### src/rtl/pc_quantum_sched.sv
// pc_quantum_sched
// Program-counter unit for the single-cycle core. It holds the PC, picks the
// next PC (sequential, target or return-to-epc) and counts user-mode
// instructions against a programmable quantum. When the quantum runs out it
// forces entry to the OS and saves the interrupted PC in epc.
//
// Ports:
//   clock, reset   rising-edge clock, synchronous active-high reset
//   stall          freeze the unit this cycle (quantum load still allowed)
//   pc_sel         00 seq, 01 target, 10 epc, 11 seq
//   target         jump/branch destination
//   halt           halt instruction retiring this cycle
//   qtm_load       load qtm_value as the new quantum limit (0 = no preemption)
//   preempt_en     global preemption enable
//   pc, epc        current PC and PC saved at last preemption
//   qtm_count      user instructions executed in the current quantum
//   in_os          pc below OS_LIMIT
//   preempted      one-cycle pulse after a preemption
//   halted         unit is in HALTED
//
// state   | meaning
// --------+-----------------------------------------------
// RUN     | executing; cycles with stall=0 advance the PC
// HALTED  | halt retired; everything frozen until reset
module pc_quantum_sched #(
  parameter int ADDR_W   = 32,
  parameter int QTM_W    = 16,
  parameter int OS_LIMIT = 616,
  parameter int OS_ENTRY = 0,
  parameter int PC_STEP  = 1
) (
  input  logic              clock,
  input  logic              reset,
  input  logic              stall,
  input  logic [1:0]        pc_sel,
  input  logic [ADDR_W-1:0] target,
  input  logic              halt,
  input  logic              qtm_load,
  input  logic [QTM_W-1:0]  qtm_value,
  input  logic              preempt_en,
  output logic [ADDR_W-1:0] pc,
  output logic [ADDR_W-1:0] epc,
  output logic [QTM_W-1:0]  qtm_count,
  output logic              in_os,
  output logic              preempted,
  output logic              halted
);

  localparam logic [ADDR_W-1:0] OS_LIMIT_C = ADDR_W'(OS_LIMIT);
  localparam logic [ADDR_W-1:0] OS_ENTRY_C = ADDR_W'(OS_ENTRY);
  localparam logic [ADDR_W-1:0] PC_STEP_C  = ADDR_W'(PC_STEP);

  typedef enum logic {
    ST_RUN    = 1'b0,
    ST_HALTED = 1'b1
  } state_t;

  state_t             state_q, state_d;
  logic [ADDR_W-1:0]  pc_q, pc_d;
  logic [ADDR_W-1:0]  epc_q, epc_d;
  logic [QTM_W-1:0]   qtm_limit_q, qtm_limit_d;
  logic [QTM_W-1:0]   qtm_count_q, qtm_count_d;
  logic               preempted_q, preempted_d;
  logic [ADDR_W-1:0]  pc_next;
  logic               quantum_on;
  logic               expire;

  assign in_os = (pc_q < OS_LIMIT_C);

  always_comb begin
    pc_next = pc_q + PC_STEP_C;
    unique case (pc_sel)
      2'b01:   pc_next = target;
      2'b10:   pc_next = epc_q;
      default: pc_next = pc_q + PC_STEP_C;
    endcase
  end

  // Preempt on the instruction that completes the quantum, so a user process
  // retires exactly qtm_limit instructions before the OS takes over.
  assign quantum_on = preempt_en && (qtm_limit_q != '0);
  assign expire     = !in_os && quantum_on &&
                      (qtm_count_q == qtm_limit_q - QTM_W'(1));

  always_comb begin
    state_d     = state_q;
    pc_d        = pc_q;
    epc_d       = epc_q;
    qtm_limit_d = qtm_limit_q;
    qtm_count_d = qtm_count_q;
    preempted_d = 1'b0;
    if (state_q == ST_RUN) begin
      if (!stall) begin
        if (halt) begin
          state_d = ST_HALTED;
        end else if (expire) begin
          epc_d       = pc_next;
          pc_d        = OS_ENTRY_C;
          qtm_count_d = '0;
          preempted_d = 1'b1;
        end else begin
          pc_d = pc_next;
          if (in_os) begin
            qtm_count_d = '0;
          end else if (quantum_on) begin
            qtm_count_d = qtm_count_q + QTM_W'(1);
          end
        end
      end
      // A new limit restarts the quantum, even on a stalled cycle.
      if (qtm_load) begin
        qtm_limit_d = qtm_value;
        qtm_count_d = '0;
      end
    end
  end

  always_ff @(posedge clock) begin
    if (reset) begin
      state_q     <= ST_RUN;
      pc_q        <= OS_ENTRY_C;
      epc_q       <= '0;
      qtm_limit_q <= '0;
      qtm_count_q <= '0;
      preempted_q <= 1'b0;
    end else begin
      state_q     <= state_d;
      pc_q        <= pc_d;
      epc_q       <= epc_d;
      qtm_limit_q <= qtm_limit_d;
      qtm_count_q <= qtm_count_d;
      preempted_q <= preempted_d;
    end
  end

  assign pc        = pc_q;
  assign epc       = epc_q;
  assign qtm_count = qtm_count_q;
  assign preempted = preempted_q;
  assign halted    = (state_q == ST_HALTED);

endmodule

### config.mk
export PLATFORM = sky130hd
export DESIGN_NAME = pc_quantum_sched
export DESIGN_NICKNAME = d
export VERILOG_FILES = /design/src/rtl/pc_quantum_sched.sv
export SDC_FILE = /design/constraint.sdc
export NUM_CORES = 1
export LEC_CHECK = 0
export ABC_AREA = 1
export CORE_ASPECT_RATIO = 1.1
export CORE_MARGIN = 1.5
export CORE_UTILIZATION = 40
export DETAILED_ROUTE_END_ITERATION = 7
export HOLD_SLACK_MARGIN = 0.15
export PLACE_DENSITY = 0.72
export SKIP_LAST_GASP = 1
export SYNTH_ARGS = -nofsm -noshare
export SYNTH_HDL_FRONTEND = slang
export SYNTH_SLANG_ARGS = --single-unit
export TNS_END_PERCENT = 10
### constraint.sdc
create_clock -name clock -period 2.3 [get_ports clock]
set_input_delay 0.46 -clock clock [delete_from_list [all_inputs] [get_ports clock]]
set_output_delay 0.46 -clock clock [all_outputs]
set_load 0.01 [all_outputs]
==> parameters.txt <==
Parameter                              Value

Run status
  Outcome ... completed

Critical path
  Worst endpoint required time ... 2.55 ns
  Worst reg2reg path depth ... 16
  Worst-case register-to-register setup slack ... approximately 0.13 ns
  Worst Setup Path Type ... reg2reg
  Critical path arrival ... around 2.4 ns
  Worst-path maximum fanout ... 21
  Worst Setup End Kind ... flop
  R2r endpoint ... epc[13]$_SDFFE_PP0P_
  Kind of launch point of the worst setup path ... flop
  Start point of the critical path ... qtm_limit_q[0]$_SDFFE_PP0P_
  Reg-to-reg critical path startpoint ... qtm_limit_q[0]$_SDFFE_PP0P_
  Endpoint of the most critical setup path ... epc[13]$_SDFFE_PP0P_

Yosys
  Synth Warn # ... 0
  Most instantiated cells after synthesis ... sky130_fd_sc_hd__nand2_1 (299), sky130_fd_sc_hd__nor2_1 (156), sky130_fd_sc_hd__dfxtp_1 (98), sky130_fd_sc_hd__inv_1 (88), sky130_fd_sc_hd__a21oi_1 (85)
  Area share of the leading cell type in the synthesized netlist ... 30.08%
  Post-synthesis adder-cell area fraction ... 1.151%
  Simple-gate share of the synthesized area ... 38.47%
  Sequential cell area fraction in the yosys report ... 30.08%
  Top cells by area in the synthesized netlist ... sky130_fd_sc_hd__dfxtp_1 (30%), sky130_fd_sc_hd__nand2_1 (17%), sky130_fd_sc_hd__nor2_1 (9.0%), sky130_fd_sc_hd__a21oi_1 (6.5%), sky130_fd_sc_hd__nand3_1 (5.1%)
  Gate count after technology mapping ... 1044
  Largest family of logic cells by synthesized area ... simple AND/OR/NAND/NOR gates
  Biggest area consumer among synthesized cells ... sky130_fd_sc_hd__dfxtp_1
  Unique masters post-synth ... 40
  Async SR Flop Fraction ... 0%
  EDFF count, synth ... 0
  Dominant register cell in the synthesized netlist ... sky130_fd_sc_hd__dfxtp_1
  Most repeated cell in the gate-level netlist after synthesis ... sky130_fd_sc_hd__nand2_1
  Post-synth design cell area ... 6521 um2
  Mux share of post-synthesis cell area ... 0%
  Synth Area in Compound Gates ... 14.72%
  Flop and latch count out of synthesis ... 98
  XOR/XNOR Fraction of Synth Area ... 6.792%
  Net count after synthesis ... 1106
  Post-Synthesis Mean Instance Area ... 6.246 um2

Hold path
  Class of the most critical hold timing path ... reg2reg

Drt
  Remaining design rule violation count ... 0
  Wire length per cell after detailed routing ... 14.96 um
  Post-detailed-route via-to-cell ratio ... 5.181
  Number of design-rule violations left by the first detailed-router iteration ... 487
  Total number of vias ... just over 7000
  Antenna violation net count after detailed routing ... 0
  Detailed-router iteration count before antenna repair ... 5
  Wire length reported by the detailed router ... 20990 um

CTS
  CTS Buf Count ... 9
  Number of levels in the clock H-tree ... 3
  Clock Sink Count ... 98
  Library cell used as clock root buffer ... sky130_fd_sc_hd__clkbuf_16
  Clock Tree Buf Depth ... 2
  Hold Buf Count CTS ... 0
  Clock edge transition at the registers on the reported setup and hold paths ... about 0.070 ns
  Skew-Pair Late Insertion Delay ... 0.36 ns
  CTS tree ... yes

Floorplanning
  Number of top-level design ports ... 139
  Die height ... approximately 140 um
  Total number of placement rows ... 48
  CORE AREA ... 15800 um2
  Effective utilization at floorplan ... 41.29%
  X dimension of the die ... ~120 um
  Die Outline Area ... 17080 um2

Timing
  Total negative slack ... 0 ns
  Worst Tran Pin Value ... 0.6761 ns
  Number of max-slew violations in the final report ... 0
  Slew headroom ... 54.93%
  Setup repair after global routing missed its margin ... yes
  Min Tclk post-route ... 2.168 ns
  Setup violators final ... 0
  Final worst setup slack ... 0.1321 ns
  Endpoints failing hold ... 0
  Max Fclk ... 0.4613 GHz
  Worst setup skew after layout ... around 0.009 ns
  Period Utilization, post-route ... 94.26%

Job
  Count of maximum capacitance violations ... 0

GRT
  Maximum number of pins on one net before global-route repair ... 65
  Wire length of the first global-routing pass ... 33680 um
  Initial antenna violation count ... 0
  Vias in the first global route ... roughly 6900
  Aggregate global-route resource usage ... around a quarter
  Remaining global-route overflow ... 0

Place
  Setup Slack @ Placement ... ~0.019 ns
  Final GP Congestion ... between 0.9 and 1
  Post-detail-place hpwl ... 15920 um
  PortBufs ... 138

Pwr
  Pwr/cell area ... 514.4 nW/um2
  Standby leakage power ... 3.635 nW
  Max VDD drop ... 0.3605 mV

Finish
  Nets@finish ... 1261
  Final design utilization ... 55.39%
  Antenna diode count ... 0
  Fraction of layout instances using a drive strength above 1 ... 9.061%
  Layout overhead on the synthesized area ... 34.17%
==> where the power goes <==
group | switching [mW] | internal, mW | leakage (nW)
combinational | 0.540 | 0.390 | 2.67
sequential | 0.0585 | 1.74 | 0.796
clock | 0.689 | 1.09 | 0.165
==> metrics by stage <==
stage	instances	hold slack, ns	area, um2	power (mW)
global route	1403	0.5309	8750	4.689
global placement	1387	0.4852	8363	2.735
detailed placement	1387	0.4946	8363	2.746
CTS	1403	0.5041	8722	4.522
floorplan	1044	0.4703	6521	2.382
finish	1403	0.5083	8750	4.501
==> metal layers <==
layer | up-vias | wire length (um) | track usage (%)
li1 | 3669 | - | -
met4 | 0 | 534 | 11.05
met5 | - | 0 | 0
met2 | 218 | 10630 | 44.32
met1 | 3347 | 8845 | 29.60
met3 | 35 | 985 | 2.932
==> registers in the layout (all words and copies together), names as in the netlist <==
name,cells
qtm_limit_q,16
halted,1
pc,32
epc,32
qtm_count,16
preempted,1
==> cell usage in the layout, fill, tap and decap left out, types with 8 or more instances in the layout <==
cell type	instances
sky130_fd_sc_hd__nand2_1	299
sky130_fd_sc_hd__nor2_1	150
sky130_fd_sc_hd__clkdlybuf4s50_1	136
sky130_fd_sc_hd__dfxtp_1	95
sky130_fd_sc_hd__inv_1	87
sky130_fd_sc_hd__a21oi_1	85
sky130_fd_sc_hd__nand3_1	66
sky130_fd_sc_hd__buf_4	47
sky130_fd_sc_hd__xor2_1	33
sky130_fd_sc_hd__o21ai_0	31
sky130_fd_sc_hd__o21bai_1	23
sky130_fd_sc_hd__nor3_1	16
sky130_fd_sc_hd__nor2_2	15
sky130_fd_sc_hd__xnor2_1	15
sky130_fd_sc_hd__nand4_1	14
sky130_fd_sc_hd__clkbuf_16	9
sky130_fd_sc_hd__a22o_1	8
==> layout make-up <==
class,instances,area (um2)
fillers,1591,7046
multi-input cells,807,4024
flip-flops and latches,98,1966
repair buffers,190,1819
inverters,93,349.1
well taps,200,250.2
clock buffers,10,239.0
clock inverters,5,102.6
==> worst min path at each step <==
| stage | depth (start not counted) | to | from | slack, ns |
|---|---|---|---|---|
| floorplan | 2 | qtm_limit_q[12]$_SDFFE_PP0P_ | qtm_limit_q[12]$_SDFFE_PP0P_ | 0.47 |
| global placement | 2 | qtm_limit_q[12]$_SDFFE_PP0P_ | qtm_limit_q[12]$_SDFFE_PP0P_ | 0.49 |
| detailed placement | 2 | qtm_limit_q[12]$_SDFFE_PP0P_ | qtm_limit_q[12]$_SDFFE_PP0P_ | 0.49 |
| CTS | 2 | qtm_limit_q[12]$_SDFFE_PP0P_ | qtm_limit_q[12]$_SDFFE_PP0P_ | 0.50 |
| global route | 2 | epc[28]$_SDFFE_PP0P_ | epc[28]$_SDFFE_PP0P_ | 0.53 |
| finish | 2 | epc[28]$_SDFFE_PP0P_ | epc[28]$_SDFFE_PP0P_ | 0.51 |
==> kinds of logic after synthesis <==
group / after synthesis
AOI/OAI and AO/OA: 165
xor gates and xnor gates: 49
adders and majority gates: 6
buffers and inverters: 139
DFF: 98
and+or+nand+nor: 587
==> worst max-delay path, cell delays in order (launching register included) <==
cell                      delay, ns
sky130_fd_sc_hd__dfxtp_1       0.36
sky130_fd_sc_hd__inv_1         0.07
sky130_fd_sc_hd__ha_2          0.32
sky130_fd_sc_hd__inv_1         0.04
sky130_fd_sc_hd__nand2_1       0.05
sky130_fd_sc_hd__nand2_1       0.04
sky130_fd_sc_hd__nor2_1        0.13
sky130_fd_sc_hd__nand3_1       0.09
sky130_fd_sc_hd__nor2_1        0.11
sky130_fd_sc_hd__nand2_1       0.07
sky130_fd_sc_hd__nor2_2        0.14
sky130_fd_sc_hd__nand4_4       0.14
sky130_fd_sc_hd__nor2_4        0.15
sky130_fd_sc_hd__buf_12        0.18
sky130_fd_sc_hd__nand2_1       0.06
sky130_fd_sc_hd__nand2_1       0.06
sky130_fd_sc_hd__nor2_1        0.06
==> repair_timing <==
item / CTS / global route
setup buffers: 1 / 0
gates resized for setup: 8 / 8
endpoints found under the hold margin: 0 / 0
endpoints found under the setup margin: 1 / 79
Power figures use the tool's default switching activity.
